[config.mk]
export PLATFORM = sky130hd
export DESIGN_NAME = gcd_unit_flat
export DESIGN_NICKNAME = d
export VERILOG_FILES = /design/src/rtl/gcd_unit_if.sv /design/src/rtl/gcd_unit.sv /design/src/flat_wrapper.sv
export SDC_FILE = /design/constraint.sdc
export NUM_CORES = 1
export LEC_CHECK = 0
export ABC_CLOCK_PERIOD_IN_PS = 6350
export BUFFER_PORTS_ARGS = -buffer_cell sky130_fd_sc_hd__buf_2
export CAP_MARGIN = 20
export CORE_MARGIN = 2
export CORE_UTILIZATION = 45
export DETAILED_ROUTE_END_ITERATION = 6
export HOLD_SLACK_MARGIN = 0.1
export PLACE_DENSITY = 0.73
export REMOVE_ABC_BUFFERS = 1
export SLEW_MARGIN = 0
export SYNTH_ARGS = -nofsm -noshare
export SYNTH_HDL_FRONTEND = slang
export SYNTH_SLANG_ARGS = --single-unit
[constraint.sdc]
create_clock -name clock -period 6.35 [get_ports clock]
set_clock_uncertainty 0.1 [all_clocks]
set_input_delay 1.27 -clock clock [delete_from_list [all_inputs] [get_ports clock]]
set_output_delay 1.27 -clock clock [all_outputs]
set_load 0.03 [all_outputs]
[src/rtl/gcd_unit_if.sv]
// gcd_unit_if: operand/result handshake bundle for gcd_unit.
//   in_valid/in_ready    : operand pair handshake (producer -> engine)
//   a_in/b_in            : unsigned operands
//   binary_mode          : 0 = subtractive, 1 = binary (Stein), sampled at accept
//   out_valid/out_ready  : result handshake (engine -> consumer)
//   gcd_out/cycles_out   : result and iteration count
// master = producer/consumer side, slave = the GCD engine.
interface gcd_unit_if #(
    parameter int WIDTH = 16,
    parameter int CNT_W = 16
);
    logic             in_valid;
    logic             in_ready;
    logic [WIDTH-1:0] a_in;
    logic [WIDTH-1:0] b_in;
    logic             binary_mode;
    logic             out_valid;
    logic             out_ready;
    logic [WIDTH-1:0] gcd_out;
    logic [CNT_W-1:0] cycles_out;

    modport master (
        output in_valid, a_in, b_in, binary_mode, out_ready,
        input  in_ready, out_valid, gcd_out, cycles_out
    );

    modport slave (
        input  in_valid, a_in, b_in, binary_mode, out_ready,
        output in_ready, out_valid, gcd_out, cycles_out
    );
endinterface

[src/rtl/gcd_unit.sv]
// gcd_unit: self-timed GCD engine, subtractive or binary (Stein) per transaction.
// Ports:
//   clock   : rising-edge clock
//   reset_n : asynchronous active-low reset
//   bus     : gcd_unit_if.slave (operand handshake in, result handshake out)
// Results (gcd_out, cycles_out) are registered and held until the next result.
//
// state  | meaning
// S_IDLE | waiting for an operand pair, in_ready high
// S_RUN  | iterating one rule per cycle, counting cycles
// S_DONE | result presented, out_valid high until out_ready
module gcd_unit #(
    parameter int WIDTH = 16,
    parameter int CNT_W = 16
) (
    input logic       clock,
    input logic       reset_n,
    gcd_unit_if.slave bus
);
    localparam int K_W = $clog2(WIDTH) + 1;

    typedef enum logic [1:0] {
        S_IDLE = 2'd0,
        S_RUN  = 2'd1,
        S_DONE = 2'd2
    } state_t;

    state_t           state_q, state_d;
    logic [WIDTH-1:0] a_q, a_d;
    logic [WIDTH-1:0] b_q, b_d;
    logic [K_W-1:0]   k_q, k_d;
    logic [CNT_W-1:0] count_q, count_d;
    logic             mode_q, mode_d;
    logic             valid_q, valid_d;
    logic [WIDTH-1:0] gcd_q, gcd_d;
    logic [CNT_W-1:0] cycles_q, cycles_d;
    logic [CNT_W-1:0] count_inc;

    // Saturating: only the reported count is clamped, iteration goes on.
    assign count_inc = (count_q == '1) ? count_q : count_q + CNT_W'(1);

    always_ff @(posedge clock or negedge reset_n) begin
        if (!reset_n) begin
            state_q <= S_IDLE;
        end else begin
            state_q <= state_d;
        end
    end

    always_ff @(posedge clock or negedge reset_n) begin
        if (!reset_n) begin
            a_q      <= '0;
            b_q      <= '0;
            k_q      <= '0;
            count_q  <= '0;
            mode_q   <= 1'b0;
            valid_q  <= 1'b0;
            gcd_q    <= '0;
            cycles_q <= '0;
        end else begin
            a_q      <= a_d;
            b_q      <= b_d;
            k_q      <= k_d;
            count_q  <= count_d;
            mode_q   <= mode_d;
            valid_q  <= valid_d;
            gcd_q    <= gcd_d;
            cycles_q <= cycles_d;
        end
    end

    always_comb begin
        state_d  = state_q;
        a_d      = a_q;
        b_d      = b_q;
        k_d      = k_q;
        count_d  = count_q;
        mode_d   = mode_q;
        valid_d  = valid_q;
        gcd_d    = gcd_q;
        cycles_d = cycles_q;

        case (state_q)
            S_IDLE: begin
                if (bus.in_valid) begin
                    a_d     = bus.a_in;
                    b_d     = bus.b_in;
                    mode_d  = bus.binary_mode;
                    k_d     = '0;
                    count_d = '0;
                    if ((bus.a_in == '0) || (bus.b_in == '0)) begin
                        // gcd(x,0) = x and gcd(0,0) = 0 both fall out of the OR.
                        state_d  = S_DONE;
                        valid_d  = 1'b1;
                        gcd_d    = bus.a_in | bus.b_in;
                        cycles_d = '0;
                    end else begin
                        state_d = S_RUN;
                    end
                end
            end

            S_RUN: begin
                count_d = count_inc;
                if (a_q == b_q) begin
                    state_d  = S_DONE;
                    valid_d  = 1'b1;
                    cycles_d = count_inc;
                    // k stays 0 in subtractive mode, so the shift is harmless there.
                    gcd_d    = a_q << k_q;
                end else if (mode_q && !a_q[0] && !b_q[0]) begin
                    a_d = a_q >> 1;
                    b_d = b_q >> 1;
                    k_d = k_q + K_W'(1);
                end else if (mode_q && !a_q[0]) begin
                    a_d = a_q >> 1;
                end else if (mode_q && !b_q[0]) begin
                    b_d = b_q >> 1;
                end else if (a_q > b_q) begin
                    a_d = a_q - b_q;
                end else begin
                    b_d = b_q - a_q;
                end
            end

            S_DONE: begin
                if (bus.out_ready) begin
                    state_d = S_IDLE;
                    valid_d = 1'b0;
                end
            end

            default: begin
                state_d = S_IDLE;
                valid_d = 1'b0;
            end
        endcase
    end

    assign bus.in_ready   = (state_q == S_IDLE);
    assign bus.out_valid  = valid_q;
    assign bus.gcd_out    = gcd_q;
    assign bus.cycles_out = cycles_q;

endmodule

[src/flat_wrapper.sv]
// flat-port wrapper written by rule: the top's interface ports become plain ports
module gcd_unit_flat 
#(
    parameter int WIDTH = 16,
    parameter int CNT_W = 16
)
  (clock, reset_n, bus_in_valid, bus_a_in, bus_b_in, bus_binary_mode, bus_out_ready, bus_in_ready, bus_out_valid, bus_gcd_out, bus_cycles_out);
  gcd_unit_if #(.WIDTH(WIDTH), .CNT_W(CNT_W)) bus_i ();
  input logic clock;
  input logic reset_n;
  input wire logic [$bits(bus_i.in_valid)-1:0] bus_in_valid;
  input wire logic [$bits(bus_i.a_in)-1:0] bus_a_in;
  input wire logic [$bits(bus_i.b_in)-1:0] bus_b_in;
  input wire logic [$bits(bus_i.binary_mode)-1:0] bus_binary_mode;
  input wire logic [$bits(bus_i.out_ready)-1:0] bus_out_ready;
  output wire logic [$bits(bus_i.in_ready)-1:0] bus_in_ready;
  output wire logic [$bits(bus_i.out_valid)-1:0] bus_out_valid;
  output wire logic [$bits(bus_i.gcd_out)-1:0] bus_gcd_out;
  output wire logic [$bits(bus_i.cycles_out)-1:0] bus_cycles_out;
  assign bus_i.in_valid = bus_in_valid;
  assign bus_i.a_in = bus_a_in;
  assign bus_i.b_in = bus_b_in;
  assign bus_i.binary_mode = bus_binary_mode;
  assign bus_i.out_ready = bus_out_ready;
  assign bus_in_ready = bus_i.in_ready;
  assign bus_out_valid = bus_i.out_valid;
  assign bus_gcd_out = bus_i.gcd_out;
  assign bus_cycles_out = bus_i.cycles_out;
  gcd_unit #(.WIDTH(WIDTH), .CNT_W(CNT_W)) u_core (.clock(clock), .reset_n(reset_n), .bus(bus_i));
endmodule
==> flow_summary.toml <==
[outcome]
status = "finished, final reports clean"

[worst_setup_path]
arrival_ps = 3740
startpoint = "u_core.a_q[9]"
cp_common_cell = "a21oi_2"
slowest_delay_ps = 610
reg2reg_from = "u_core.a_q[9]"
crit_slowest_cell = "or4_4"
critPathKind = "reg2reg"
required_ps = 6500
end_kind = "flop"
crit_fanout = 17
cp-start-kind = "flop"
crit_chain = "ha_1 > nand4_1 > or4_4 > a21oi_2 > nor3_1 > a21oi_2 > buf_6 > a211oi_1 > a21o_1"

[place]
place_hpwl_mm = 14.6
port_buffers = 70
place_congestion = 0.917
post-place-ws_ps = 2690

[finish]
layout.nets = 941
layout-drive-gt1-share_pct = 14.3
area_growth_syn_to_layout_pct = 10.8
antennaDiodeCount = 0
nFillCells = 1371

[route]
post_drt_wl_per_cell_um = 19.1
num_vias = 6660
ant_nets = 0
initialDrtViolationCount = 806
drt-pass1-iter-count = 7
post_drt_via_cell_ratio = 6.29
finalWirelength_mm = 20.2
drc = 0

[global_route]
grt_start_max_net_pins = 54
antenna_found_initial = 0
first_global_vias = 5864
grt_pass1_wl_mm = 32.1
grt-ovfl-total = 0
grt.total_usage_pct = 25.1

[timing]
setup_ws_ps = 2760
fmax_ghz = 0.278
rsz0062_at_grt = "false"
drv_slew = 0
setup-violations-final = 0
hold_viol_final = 0
min_period_over_period_pct = 56.6
period_minus_slack_ps = 3590
fin_tns_setup_ps = 0
timing.slew.headroom_pct = 42.4
tightest_slew_ps = 860
holdWs_ps = 375

[floorplanning]
rows = 44
die_width_um = 127
initial_core_util_pct = 46.4
num_io_pins = 71
core_area_mm2 = 0.0146
die_area_mm2 = 0.0160
die-height_um = 127

[yosys]
synth-async-reset-ratio_pct = 100
yosys_warnings = 0
synth_top_area_share_pct = 32.9
avgSynthCellArea_um2 = 8.12
synth_cell_types = 66
synthCells = 833
synth_seq_cells = 89
netlist.top_cell.by_area = "dfrtp_1"
synth_area_mm2 = 0.00677
yosysSeqAreaShare_pct = 32.9
yosys_most_used_dff = "dfrtp_1"
synth_area_leaders = "dfrtp_1 (33%), o21ai_0 (7.8%), ha_1 (6.1%)"
synth-edff-count = 0

[clock_network]
cts_tree = "done"
cts_made_buffers = 9
clock_latency_ps = 350
cts_htree_levels = 3
ctsResizeCount = 0
clk_path_buf_depth = 2
clockRootBuffer = "clkbuf_16"
clock-sinks = 89
hold_buffers = 0
cts_setup_buffers = 0
path_clk_slew_ps = 70

[worst_hold_path]
hp-class = "reg2reg"
hp-start = "u_core.bus.cycles_out[10]"

[flow_run]
maxCapViolCount = 0
## synth_stat cells (4+ instances only)
cell      count
nand2_1     105
o21ai_0     105
dfrtp_1      89
nor2_1       75
a21oi_1      55
inv_1        41
ha_1         33
clkbuf_1     27
mux2i_1      20
a211oi_1     19
buf_2        19
nor3_1       17
xnor2_1      17
nand3_1      13
nand4_1      13
nor4_1       13
o31ai_1      12
mux2_2       11
xor2_1       11
nor2b_1      10
a21o_1        9
o22ai_1       8
o211ai_1      7
mux4_2        6
nand2b_1      6
o31a_1        6
buf_1         5
o21a_1        5
a222oi_1      4
a311oi_1      4
o21ai_1       4
or3_1         4
## critical path: cells and delay by family (launching register included)
family,cells,cell delay [ps]
buffers and inverters,1,250
DFF,1,490
and+or+nand+nor,3,970
AOI/OAI and AO/OA,4,1060
adders and majority gates,1,590
## cell type report
| class | count | area [um2] | area share (%) |
|---|---|---|---|
| clock inverters | 6 | 48.8 | 0.651 |
| flip-flops and latches | 89 | 2230 | 29.7 |
| repair buffers | 79 | 437 | 5.82 |
| clock buffers | 10 | 229 | 3.05 |
| well taps | 184 | 230 | 3.07 |
| inverters | 42 | 158 | 2.10 |
| multi-input cells | 648 | 4170 | 55.6 |
## layout by cell type (no fill, tap or decap), types with 5 or more instances in the layout
cell type / instances
mux2i_1: 20
nor3_1: 17
nor2_1: 75
a21oi_1: 55
xnor2_1: 17
buf_2: 69
o21a_1: 5
o21ai_0: 105
a211oi_1: 19
nor4_1: 13
a21o_1: 9
o22ai_1: 8
nand2_1: 105
nand3_1: 13
o211ai_1: 7
xor2_1: 11
nand2b_1: 5
inv_1: 41
dfrtp_1: 89
ha_1: 33
nor2b_1: 9
buf_4: 8
o31a_1: 6
nand4_1: 13
mux4_2: 6
o31ai_1: 12
clkbuf_16: 9
mux2_2: 11
## state kept, by name, indices dropped and copies added, names as in the netlist
name,flops
u_core.bus.gcd_out,16
u_core.bus.cycles_out,16
u_core.bus.out_valid,1
u_core.count_q,16
u_core.state_q,2
u_core.a_q,16
u_core.k_q,5
u_core.mode_q,1
u_core.b_q,16
## cells by family (layout without fill, tap and decap cells)
| kind of cell | Yosys count | after routing | synth area share [%] |
|---|---|---|---|
| AOI/OAI and AO/OA | 275 | 275 | 25.4 |
| xor gates and xnor gates | 29 | 29 | 3.86 |
| adders and majority gates | 35 | 35 | 6.69 |
| buffers and inverters | 96 | 137 | 5.90 |
| DFF | 89 | 89 | 32.9 |
| muxes | 37 | 37 | 6.79 |
| and+or+nand+nor | 272 | 272 | 18.5 |
## final timing paths
path / end / slack, ps / depth (start not counted)
setup / recovery: u_core.a_q[7] / 2760 / 9
hold / removal: u_core.bus.cycles_out[10] / 380 / 2
setup reg to reg: u_core.a_q[7] / 2760 / 9
hold reg to reg: u_core.bus.cycles_out[10] / 380 / 2
max in group asynchronous: u_core.bus.cycles_out[12] / 4320 / 2
min in group asynchronous: u_core.b_q[14] / 830 / 1
## through the flow
step | std cells | util [%] | area (um2)
floorplan | 779 | - | 6530
global placement | 1040 | 49.3 | 7190
detailed placement | 1040 | 49.3 | 7190
CTS | 1056 | 51.2 | 7470
global route | 1058 | 51.4 | 7500
finish | 1058 | 51.4 | 7500
## per-layer routing
| layer | track usage [%] | wire length, um | up-vias |
|---|---|---|---|
| li1 | - | - | 3091 |
| met1 | 37.2 | 9150 | 3153 |
| met2 | 36.6 | 8520 | 376 |
| met3 | 6.20 | 2090 | 40 |
| met4 | 6.53 | 433 | 0 |
| met5 | 0 | 0 | - |
Power is not shown: default switching activity piles up to over one toggle a cycle in this logic, so the estimate is an artifact.
